--- config.mk ---
export PLATFORM = sky130hd
export DESIGN_NAME = sandwich_order_ctrl_flat
export DESIGN_NICKNAME = d
export VERILOG_FILES = /design/src/rtl/sandwich_order_if.sv /design/src/rtl/sandwich_order_ctrl.sv /design/src/flat_wrapper.sv
export SDC_FILE = /design/constraint.sdc
export NUM_CORES = 1
export LEC_CHECK = 0
export ABC_AREA = 1
export BUFFER_PORTS_ARGS = -buffer_cell sky130_fd_sc_hd__buf_2
export CAP_MARGIN = 10
export CORE_MARGIN = 4
export CORE_UTILIZATION = 58
export CTS_CLUSTER_SIZE = 8
export DETAILED_ROUTE_END_ITERATION = 10
export HOLD_SLACK_MARGIN = 0.05
export PLACE_DENSITY = 0.91
export SLEW_MARGIN = 10
export SYNTH_ARGS = -nofsm -noshare
export SYNTH_HDL_FRONTEND = slang
export SYNTH_SLANG_ARGS = --single-unit
--- constraint.sdc ---
create_clock -name clk -period 2 [get_ports clk]
set_input_delay 0.4 -clock clk [delete_from_list [all_inputs] [get_ports clk]]
set_output_delay 0.4 -clock clk [all_outputs]
set_load 0.01 [all_outputs]
--- src/rtl/sandwich_order_if.sv ---
// Order bus between the button front end / sandwich checker and sandwich_order_ctrl.
// master: pulse source plus checker (drives v); slave: the order controller.
interface sandwich_order_if #(
  parameter int CNT_W = 8
);
  logic             sel_b;
  logic             sel_h;
  logic             sel_s;
  logic             submit;
  logic             clear;
  logic             v;
  logic             B;
  logic             H;
  logic             S;
  logic             busy;
  logic             accept;
  logic             reject;
  logic [CNT_W-1:0] good_cnt;
  logic [CNT_W-1:0] bad_cnt;

  modport master (
    output sel_b, sel_h, sel_s, submit, clear, v,
    input  B, H, S, busy, accept, reject, good_cnt, bad_cnt
  );

  modport slave (
    input  sel_b, sel_h, sel_s, submit, clear, v,
    output B, H, S, busy, accept, reject, good_cnt, bad_cnt
  );
endinterface

--- src/rtl/sandwich_order_ctrl.sv ---
// Sequential front end for the sandwich checker: collects B/H/S toggles, checks on submit,
// shows accept/reject for HOLD_CYC cycles and counts orders. Define SANDWICH_CNT_SAT_EN for saturating counters.
module sandwich_order_ctrl #(
  parameter int CNT_W    = 8,
  parameter int HOLD_CYC = 4
) (
  input logic             clk,
  input logic             rst,
  sandwich_order_if.slave bus
);

  typedef enum logic [1:0] {
    IDLE  = 2'd0,
    CHECK = 2'd1,
    SHOW  = 2'd2
  } state_t;

  localparam logic [CNT_W-1:0] CNT_ONE  = CNT_W'(1);
  localparam logic [7:0]       HOLD_TOP = 8'(HOLD_CYC - 1);

  state_t           state_q, state_d;
  logic [2:0]       sel_q, sel_d;
  logic [CNT_W-1:0] good_q, good_d;
  logic [CNT_W-1:0] bad_q, bad_d;
  logic [7:0]       hold_q, hold_d;
  logic             accept_q, accept_d;
  logic             reject_q, reject_d;

  function automatic logic [CNT_W-1:0] cnt_inc(input logic [CNT_W-1:0] cnt);
`ifdef SANDWICH_CNT_SAT_EN
    return (&cnt) ? cnt : cnt + CNT_ONE;
`else
    return cnt + CNT_ONE;
`endif
  endfunction

  always_ff @(posedge clk) begin
    if (rst) begin
      state_q  <= IDLE;
      sel_q    <= 3'b000;
      good_q   <= '0;
      bad_q    <= '0;
      hold_q   <= 8'd0;
      accept_q <= 1'b0;
      reject_q <= 1'b0;
    end else begin
      state_q  <= state_d;
      sel_q    <= sel_d;
      good_q   <= good_d;
      bad_q    <= bad_d;
      hold_q   <= hold_d;
      accept_q <= accept_d;
      reject_q <= reject_d;
    end
  end

  always_comb begin
    state_d  = state_q;
    sel_d    = sel_q;
    good_d   = good_q;
    bad_d    = bad_q;
    hold_d   = hold_q;
    accept_d = accept_q;
    reject_d = reject_q;
    unique case (state_q)
      IDLE: begin
        // clear beats submit beats toggles; toggles with submit are dropped
        if (bus.clear) begin
          sel_d  = 3'b000;
          good_d = '0;
          bad_d  = '0;
        end else if (bus.submit) begin
          state_d = CHECK;
        end else begin
          sel_d = sel_q ^ {bus.sel_b, bus.sel_h, bus.sel_s};
        end
      end
      CHECK: begin
        hold_d  = HOLD_TOP;
        state_d = SHOW;
        if (bus.v) begin
          accept_d = 1'b1;
          good_d   = cnt_inc(good_q);
        end else begin
          reject_d = 1'b1;
          bad_d    = cnt_inc(bad_q);
        end
      end
      SHOW: begin
        if (hold_q == 8'd0) begin
          state_d  = IDLE;
          accept_d = 1'b0;
          reject_d = 1'b0;
        end else begin
          hold_d = hold_q - 8'd1;
        end
      end
      default: state_d = IDLE;
    endcase
  end

  assign bus.B        = sel_q[2];
  assign bus.H        = sel_q[1];
  assign bus.S        = sel_q[0];
  assign bus.busy     = (state_q != IDLE);
  assign bus.accept   = accept_q;
  assign bus.reject   = reject_q;
  assign bus.good_cnt = good_q;
  assign bus.bad_cnt  = bad_q;

endmodule

--- src/flat_wrapper.sv ---
// flat-port wrapper written by rule: the top's interface ports become plain ports
module sandwich_order_ctrl_flat 
#(
  parameter int CNT_W    = 8,
  parameter int HOLD_CYC = 4
)
  (clk, rst, bus_sel_b, bus_sel_h, bus_sel_s, bus_submit, bus_clear, bus_v, bus_B, bus_H, bus_S, bus_busy, bus_accept, bus_reject, bus_good_cnt, bus_bad_cnt);
  sandwich_order_if #(.CNT_W(CNT_W)) bus_i ();
  input logic clk;
  input logic rst;
  input wire logic [$bits(bus_i.sel_b)-1:0] bus_sel_b;
  input wire logic [$bits(bus_i.sel_h)-1:0] bus_sel_h;
  input wire logic [$bits(bus_i.sel_s)-1:0] bus_sel_s;
  input wire logic [$bits(bus_i.submit)-1:0] bus_submit;
  input wire logic [$bits(bus_i.clear)-1:0] bus_clear;
  input wire logic [$bits(bus_i.v)-1:0] bus_v;
  output wire logic [$bits(bus_i.B)-1:0] bus_B;
  output wire logic [$bits(bus_i.H)-1:0] bus_H;
  output wire logic [$bits(bus_i.S)-1:0] bus_S;
  output wire logic [$bits(bus_i.busy)-1:0] bus_busy;
  output wire logic [$bits(bus_i.accept)-1:0] bus_accept;
  output wire logic [$bits(bus_i.reject)-1:0] bus_reject;
  output wire logic [$bits(bus_i.good_cnt)-1:0] bus_good_cnt;
  output wire logic [$bits(bus_i.bad_cnt)-1:0] bus_bad_cnt;
  assign bus_i.sel_b = bus_sel_b;
  assign bus_i.sel_h = bus_sel_h;
  assign bus_i.sel_s = bus_sel_s;
  assign bus_i.submit = bus_submit;
  assign bus_i.clear = bus_clear;
  assign bus_i.v = bus_v;
  assign bus_B = bus_i.B;
  assign bus_H = bus_i.H;
  assign bus_S = bus_i.S;
  assign bus_busy = bus_i.busy;
  assign bus_accept = bus_i.accept;
  assign bus_reject = bus_i.reject;
  assign bus_good_cnt = bus_i.good_cnt;
  assign bus_bad_cnt = bus_i.bad_cnt;
  sandwich_order_ctrl #(.CNT_W(CNT_W), .HOLD_CYC(HOLD_CYC)) u_core (.clk(clk), .rst(rst), .bus(bus_i));
endmodule
# Word-level counts from Yosys, hierarchy flattened
# Cells that the tools add are included.
[op_classes] reduce_logical=12 eq_ne=10 add_sub_neg=3 bitwise_logic=1 n_mux=18
[op_table] op="8-bit case mux with 2 select lines" count=3
[op_table] op="8-bit 2-to-1 mux" count=4
[op_table] op="8-bit by 1-bit adder with 8-bit output, second input constant" count=2
[op_table] op="3-bit AND reduction" count=5
[op_table] op="2-bit != test, second input constant" count=6
[op_table] op="8-bit zero test" count=1
[op_table] op="8-bit by 1-bit subtractor with 8-bit output, second input constant" count=1
[op_table] op="2-bit 2-to-1 mux" count=3
[op_table] op="3-bit 2-to-1 mux" count=2
[op_table] op="2-bit case mux with 3 select lines" count=1
[op_table] op="2-bit nonzero test" count=3
[op_table] op="2-bit by 1-bit != test with 1-bit output, second input constant" count=2
[op_table] op="1-bit case mux with 2 select lines" count=2
[op_table] op="2-bit AND reduction" count=2
[op_table] op="1-bit 2-to-1 mux" count=3
[op_table] op="3-bit bitwise XOR" count=1
[op_table] op="2-bit by 1-bit equality test with 1-bit output, second input constant" count=1
[op_table] op="2-bit equality test, second input constant" count=1
[op_table] op="2-bit zero test" count=1
[totals] out_inout_bits=22 elab_cells=51 reg_bits=31

# Depth between registers and ports, before layout
# Gate-level depths: netlist of run 1.
[depth] depth_word=3 ltp_mapped=9 mapped_depth_nobuf=9

# Worst setup path before layout of run 1
# No wires, ideal clock.
[synth_path] path_kind="flip-flop to flip-flop" from="register u_core.hold_q[0]" to="register u_core.hold_q[1]" stages_incl_launch_ff=10 arrival_time_ps=1134 t_required_ps=1888 n_path_buf=0 path_slack_ps=754 period_less_slack_ps=1246 cell_sequence="dfxtp_1 -> inv_1 -> ha_1 -> nand2_1 -> o21ai_4 -> nand2_2 -> inv_2 -> nor2_2 -> nand2_1 -> nand2_1"
[synth_via] elab_chain_cells=3 elab_cells_between_ends=6 classes_between="add/sub (1); eq/ne (1); mux (2); reduce/logical (2)"
[synth_rtl] element="start, declared" line="sandwich_order_ctrl.sv:25" source="logic [7:0] hold_q, hold_d;"
[synth_rtl] element="start signal, assigned" line="sandwich_order_ctrl.sv:51" source="hold_q <= hold_d;"
[synth_rtl] element="8-bit by 1-bit subtractor with 8-bit output or 8-bit zero test (tied branches)" line="sandwich_order_ctrl.sv:95, sandwich_order_ctrl.sv:90"
[synth_rtl] element="8-bit 2-to-1 mux or 2-bit != test (tied branches)"
[synth_rtl] element="8-bit case mux with 2 select lines or 2-bit AND reduction (tied branches)"
# Parallel ways exist; a longest one is shown, timed or not. The select of a mux whose other input is x is not followed.
# A chain may end at the register's enable or synchronous reset.

# Final worst setup path of run 1
[layout_path] from="register u_core.state_q[0]" to="register u_core.good_q[3] (netlist: u_core.bus.good_cnt[3])"
[layout_via] elab_chain_cells=3 elab_cells_between_ends=7 classes_between="eq/ne (3); mux (1); reduce/logical (3)"
[layout_rtl] element="start, declared" line="sandwich_order_ctrl.sv:21" source="state_t state_q, state_d;"
[layout_rtl] element="start signal, assigned" line="sandwich_order_ctrl.sv:47" source="state_q <= state_d;"
[layout_rtl] element="2-bit by 1-bit equality test with 1-bit output or 2-bit zero test (tied branches)" line="sandwich_order_ctrl.sv:65" source="unique case (state_q)"
[layout_rtl] element="2-bit != test (no source line) or 2-bit nonzero test (tied branches)"
[layout_rtl] element="3-bit AND reduction (no source line)"
[layout_rtl] element="end signal, assigned" line="sandwich_order_ctrl.sv:49" source="good_q <= good_d;"
[layout_rtl] element="end, declared" line="sandwich_order_ctrl.sv:23" source="logic [CNT_W-1:0] good_q, good_d;"
# Parallel ways exist; a longest one is shown, timed or not.

==> results of run 1 <==
-- metrics by stage --
step,cell area [µm²],hold WS [ns]
2_1_floorplan,1560,0.461
3_3_place_gp,1740,0.427
3_5_place_dp,1740,0.440
4_1_cts,1800,0.327
5_1_grt,1800,0.358
6_report,1800,0.347
-- cells in the mapped netlist, drive strengths merged (2+ instances only) --
| master | count |
|---|---|
| nor2 | 32 |
| nand2 | 49 |
| inv | 37 |
| or2 | 2 |
| a21oi | 21 |
| ha | 4 |
| nand4 | 10 |
| o21bai | 4 |
| dfxtp | 31 |
| o21ai | 13 |
| nor3 | 6 |
| nand3 | 10 |
-- per-layer routing --
| layer | wire (µm) | vias to the layer above |
|---|---|---|
| li1 | - | 798 |
| met1 | 1410 | 655 |
| met2 | 1530 | 40 |
| met3 | 203 | 9 |
| met4 | 81 | 0 |
| met5 | 0 | - |
-- flip-flops by register name, indices dropped and copies added, names as in the netlist --
signal,cells
u_core.hold_q,8
u_core.bus.accept,1
u_core.bus.good_cnt,8
u_core.state_q,2
u_core.sel_q,3
u_core.bus.bad_cnt,8
u_core.bus.reject,1
-- final timing paths --
kind                                                to  slack, ns  depth (start not counted)
worst max-delay path            u_core.bus.good_cnt[3]       0.43                          7
worst min-delay path                 u_core.state_q[0]       0.35                          3
worst max register to register  u_core.bus.good_cnt[3]       0.43                          7
worst min register to register         u_core.sel_q[0]       0.45                          1
-- final cells by class --
type / instances / area (µm²) / area share [%]
repair buffers: 30 / 153 / 8.50
inverters: 37 / 139 / 7.73
flip-flops and latches: 31 / 621 / 34.5
multi-input cells: 156 / 791 / 44.0
clock inverters: 1 / 5.00 / 0.279
clock buffers: 6 / 51.3 / 2.86
well taps: 30 / 37.5 / 2.09
-- logic make-up after synthesis --
logic type      count (synthesis)  share of synthesized area [%]
compound gates                 40                           14.5
fa+ha+maj                       4                           3.21
simple gates                  111                           32.4
buf+inv                        39                           9.47
xor+xnor                        1                          0.562
flops                          31                           39.8
-- worst register-to-register path, stage by stage (launching register included) --
cell	delay, ns
dfxtp_1	0.41
inv_2	0.05
nor2_2	0.30
nand2_1	0.15
nand2_2	0.18
nand2_2	0.08
or2_0	0.20
a21oi_1	0.13
-- power by group through the flow --
| stage | logic [mW] | clock network, mW | registers [mW] |
|---|---|---|---|
| finish | 0.169 | 0.366 | 0.655 |
| global route | 0.196 | 0.402 | 0.658 |
| CTS | 0.170 | 0.377 | 0.654 |
| detailed placement | 0.169 | 0 | 0.669 |
| global placement | 0.165 | 0 | 0.668 |
| floorplan | 0.117 | 0 | 0.672 |
==> flow_summary.json, run 1 <==
{
  "switching_share_pct": 27.8,
  "grt_pass1_wl_um": 5510,
  "cp.required_ns": 2.26,
  "cts-buffers-inserted": 5,
  "drt_iter0_markers": 89,
  "root_buffer": "clkbuf_4",
  "diodes": 0,
  "die-width_um": 59.8,
  "grt_pass1_vias": 1339,
  "cts_sinks": 31,
  "slowest_delay_ns": 0.41,
  "num_rows": 18,
  "die_h_um": 59.8,
  "cts_resized": 0,
  "ys_seq_area_share_pct": 39.8,
  "grt_util_all_layers_pct": 20.5,
  "synth-async-reset-ratio_pct": 0,
  "cp_num_buf_inv": 1,
  "dp_hpwl_um": 2510,
  "grt_util_met1_pct": 24.0,
  "clock_latency_ns": 0.33,
  "synth-main-ff-cell": "dfxtp_1",
  "final_common_cell": "nand2_1",
  "final_cell_mix": "44 x nand2_1, 32 x inv_1, 31 x dfxtp_1, 29 x buf_2, 26 x nor2_1",
  "cts_tree": "yes",
  "power_density_mw_per_mm2": 662,
  "start_util_pct": 61.8,
  "drt-total-wl_um": 3230,
  "place.port_buffers": 29,
  "gp_congestion": 0.894,
  "p_seq_share_pct": 55.0,
  "path_cells": "inv_2 > nor2_2 > nand2_1 > nand2_2 > nand2_2 > or2_0 > a21oi_1",
  "wl_per_cell_um": 11.1,
  "post_cts_buffers": 0,
  "slew_headroom_pct": 75.0,
  "cp.arrival_ns": 1.83,
  "htreeDepth": 2,
  "grt_use_met3_pct": 5.18,
  "hold_class": "in2reg",
  "post_drt_via_cell_ratio": 5.16,
  "placed_cells": 284,
  "fp.coreArea_mm2": 0.00252,
  "timing.final.crit_share_pct": 78.5,
  "synth_top_area_share_pct": 39.8,
  "reg2reg_from": "u_core.state_q[0]",
  "combinationalPowerShare_pct": 14.2,
  "hold_buffers": 0,
  "cellLeakagePower_nw": 0.889,
  "worstHoldStart": "bus_submit",
  "post-place-ws_ns": 0.479,
  "synthTopCellsByArea": "dfxtp_1 40%, nand2_1 11%, inv_1 7.7%",
  "ant_nets": 0,
  "vias": 1502,
  "total_power_mw": 1.19,
  "netlist_instances": 226,
  "rsz0062_at_grt": "no",
  "yosysTopAreaCell": "dfxtp_1",
  "drt_pass1_iterations": 4,
  "antenna_found_initial": 0,
  "gr-max-usage-layer": "met2",
  "synth_seq_cells": 31,
  "drive_gt1_share_pct": 20.7,
  "clkTransAtPathRegs_ns": 0.09,
  "finish.utilization_pct": 71.2,
  "syn_area_mm2": 0.00156,
  "p_clk_share_pct": 30.8,
  "critical_path_class": "reg2reg",
  "synth_cell_types": 25,
  "finalHoldViolCount": 0,
  "max-cap-violations": 0,
  "setup_viol": 0,
  "drv_slew": 0,
  "status": "finished, final reports clean",
  "area_growth_pct": 15.2,
  "fin_nets": 273,
  "fill_cells": 227,
  "tightestPinTransition_ns": 0.375,
  "grt_use_met2_pct": 33.8,
  "drc_errors": 0,
  "vdd_drop_max_v": 0.000571,
  "clk_path_buf_depth": 2,
  "p_switching_uw": 331,
  "synth_nets": 238,
  "startpoint": "u_core.state_q[0]",
  "path_common_cell": "nand2_2",
  "grt_overflow": 0,
  "postSynthAreaPerCell_um2": 6.90,
  "pin_count": 30,
  "cp_max_fo": 10,
  "die-area_mm2": 0.00358,
  "startpoint_type": "flop",
  "max_freq_mhz": 637,
  "setup-tns-final_ns": 0,
  "grt_start_max_net_pins": 13,
  "setup_ws_ns": 0.430,
  "cp_slowest_cell": "dfxtp_1",
  "finClkSkew_ns": 0.0102,
  "synth-edff-count": 0,
  "intPower_uw": 859,
  "instances_no_fill": 291,
  "timing.final.crit_period_ns": 1.57,
  "yosysWarnings": 0,
  "crit_family": "simple AND/OR/NAND/NOR gates",
  "end_kind": "flop"
}
(Power assumes the default switching activity.)
==> run 2: changes to the inputs <==
- CORE_UTILIZATION: 58 -> 49
- PLACE_DENSITY: 0.91 -> 0.83
- clock period: 2 -> 1.39 ns (I/O delays scaled with it)
==> flow_summary.json, run 2 (synthesis results as in run 1) <==
{
  "reg2reg_from": "u_core.hold_q[2]",
  "final_cell_mix": "41 x nand2_1, 31 x inv_1, 29 x buf_2, 27 x dfxtp_1, 24 x nor2_1",
  "post-place-ws_ns": 0.0781,
  "finalHoldViolCount": 0,
  "drv_slew": 0,
  "gp_congestion": 0.866,
  "timing.final.crit_period_ns": 1.36,
  "grt_pass1_vias": 1354,
  "cts-buffers-inserted": 5,
  "ant_nets": 0,
  "cts_tree": "yes",
  "setup_ws_ns": 0.0300,
  "slew_headroom_pct": 80.6,
  "hold_end": "u_core.state_q[0]",
  "cp.required_ns": 1.11,
  "startpoint": "u_core.state_q[1]",
  "drc_errors": 0,
  "grt_overflow": 0,
  "root_buffer": "clkbuf_4",
  "drt-total-wl_um": 3450,
  "diodes": 0,
  "power_density_mw_per_mm2": 1020,
  "die-width_um": 64.4,
  "num_rows": 20,
  "r2r_cells": 8,
  "hold_depth": 3,
  "vias": 1559,
  "area_growth_pct": 24.4,
  "timing.final.crit_share_pct": 97.8,
  "status": "finished, final reports clean",
  "drt_pass1_iterations": 4,
  "critical_path_class": "reg2out",
  "dp_hpwl_um": 2510,
  "die_h_um": 64.4,
  "grt_start_max_net_pins": 13,
  "antenna_found_initial": 0,
  "wl_per_cell_um": 11.1,
  "start_util_pct": 51.1,
  "drive_gt1_share_pct": 28.2,
  "max-cap-violations": 0,
  "clock_latency_ns": 0.34,
  "pin_count": 30,
  "finClkSkew_ns": 0.00681,
  "die-area_mm2": 0.00415,
  "htreeDepth": 2,
  "cts_sinks": 31,
  "r2r-end": "u_core.hold_q[1]",
  "vdd_drop_max_v": 0.000737,
  "tightestPinTransition_ns": 0.291,
  "startpoint_type": "flop",
  "instances_no_fill": 310,
  "max_freq_mhz": 735,
  "rsz0062_at_grt": "yes",
  "cp.arrival_ns": 1.08,
  "cellLeakagePower_nw": 0.931,
  "clkTransAtPathRegs_ns": 0.10,
  "worstHoldStart": "bus_submit",
  "clk_path_buf_depth": 2,
  "fp.coreArea_mm2": 0.00305,
  "end_kind": "primary output",
  "fin_nets": 277,
  "finish.utilization_pct": 63.5,
  "drt_iter0_markers": 100,
  "place.port_buffers": 29,
  "hold_class": "in2reg",
  "total_power_mw": 1.97,
  "ff2ff_setup_slack_ns": 0.07,
  "fill_cells": 286,
  "post_drt_via_cell_ratio": 5.03,
  "placed_cells": 300,
  "final_common_cell": "nand2_1",
  "grt_pass1_wl_um": 5800,
  "grt_util_all_layers_pct": 18.0,
  "setup_viol": 0,
  "cp_max_fo": 3
}
==> run 2: through the flow <==
| step | hold WS [ns] | cell area [µm²] | TNS (ns) |
|---|---|---|---|
| floorplan | 0.432 | 1560 | 0 |
| global placement | 0.430 | 1770 | 0 |
| detailed placement | 0.441 | 1770 | 0 |
| CTS | 0.182 | 1860 | 0 |
| global route | 0.174 | 1940 | -0.0227 |
| finish | 0.184 | 1940 | 0 |
==> run 2: report_power, final <==
group	switching (mW)	leakage [nW]	total [mW]	internal, mW
registers	0.0264	0.253	0.945	0.919
logic	0.178	0.629	0.281	0.103
clock network	0.320	0.0482	0.745	0.425
==> run 2: how the worst max path moves through the flow <==
stage / end / slack, ns / depth (start not counted)
after floorplan: u_core.hold_q[1] / 0.14 / 9
after global placement: u_core.bus.good_cnt[3] / 0.11 / 7
after detailed placement: u_core.hold_q[1] / 0.08 / 9
after CTS: bus_busy / 0.04 / 3
after global routing: bus_busy / -0.01 / 3
final: bus_busy / 0.03 / 3
==> run 2: timing repair <==
| item | in CTS | in global routing |
|---|---|---|
| endpoints found under the setup margin | 0 | 19 |
| buffers inserted | 0 | 2 |
| resized for setup | 0 | 20 |
| hold endpoints to repair | 0 | 0 |
| hold buffers | 0 | 0 |
==> run 2: critical path: stages (launching register included) <==
cell	delay [ns]
dfxtp_2	0.36
nor2_2	0.16
inv_1	0.08
buf_2	0.14
==> run 2: per-layer routing <==
| metal | vias to the layer above | part of all wire (%) | track usage (%) |
|---|---|---|---|
| met3 | 8 | 4.5 | 4.39 |
| met1 | 707 | 45 | 22.0 |
| li1 | 809 | - | - |
| met5 | - | 0 | 0 |
| met4 | 0 | 2.1 | 8.71 |
| met2 | 35 | 49 | 29.4 |
==> run 2: layout make-up <==
cell class              instances  area, µm²  area share, %
well taps                      44       55.1           2.84
clock buffers                   6       51.3           2.65
repair buffers                 34        183           9.42
multi-input cells             156        851           43.9
flip-flops and latches         31        626           32.3
clock inverters                 2       35.0           1.81
inverters                      37        139           7.16
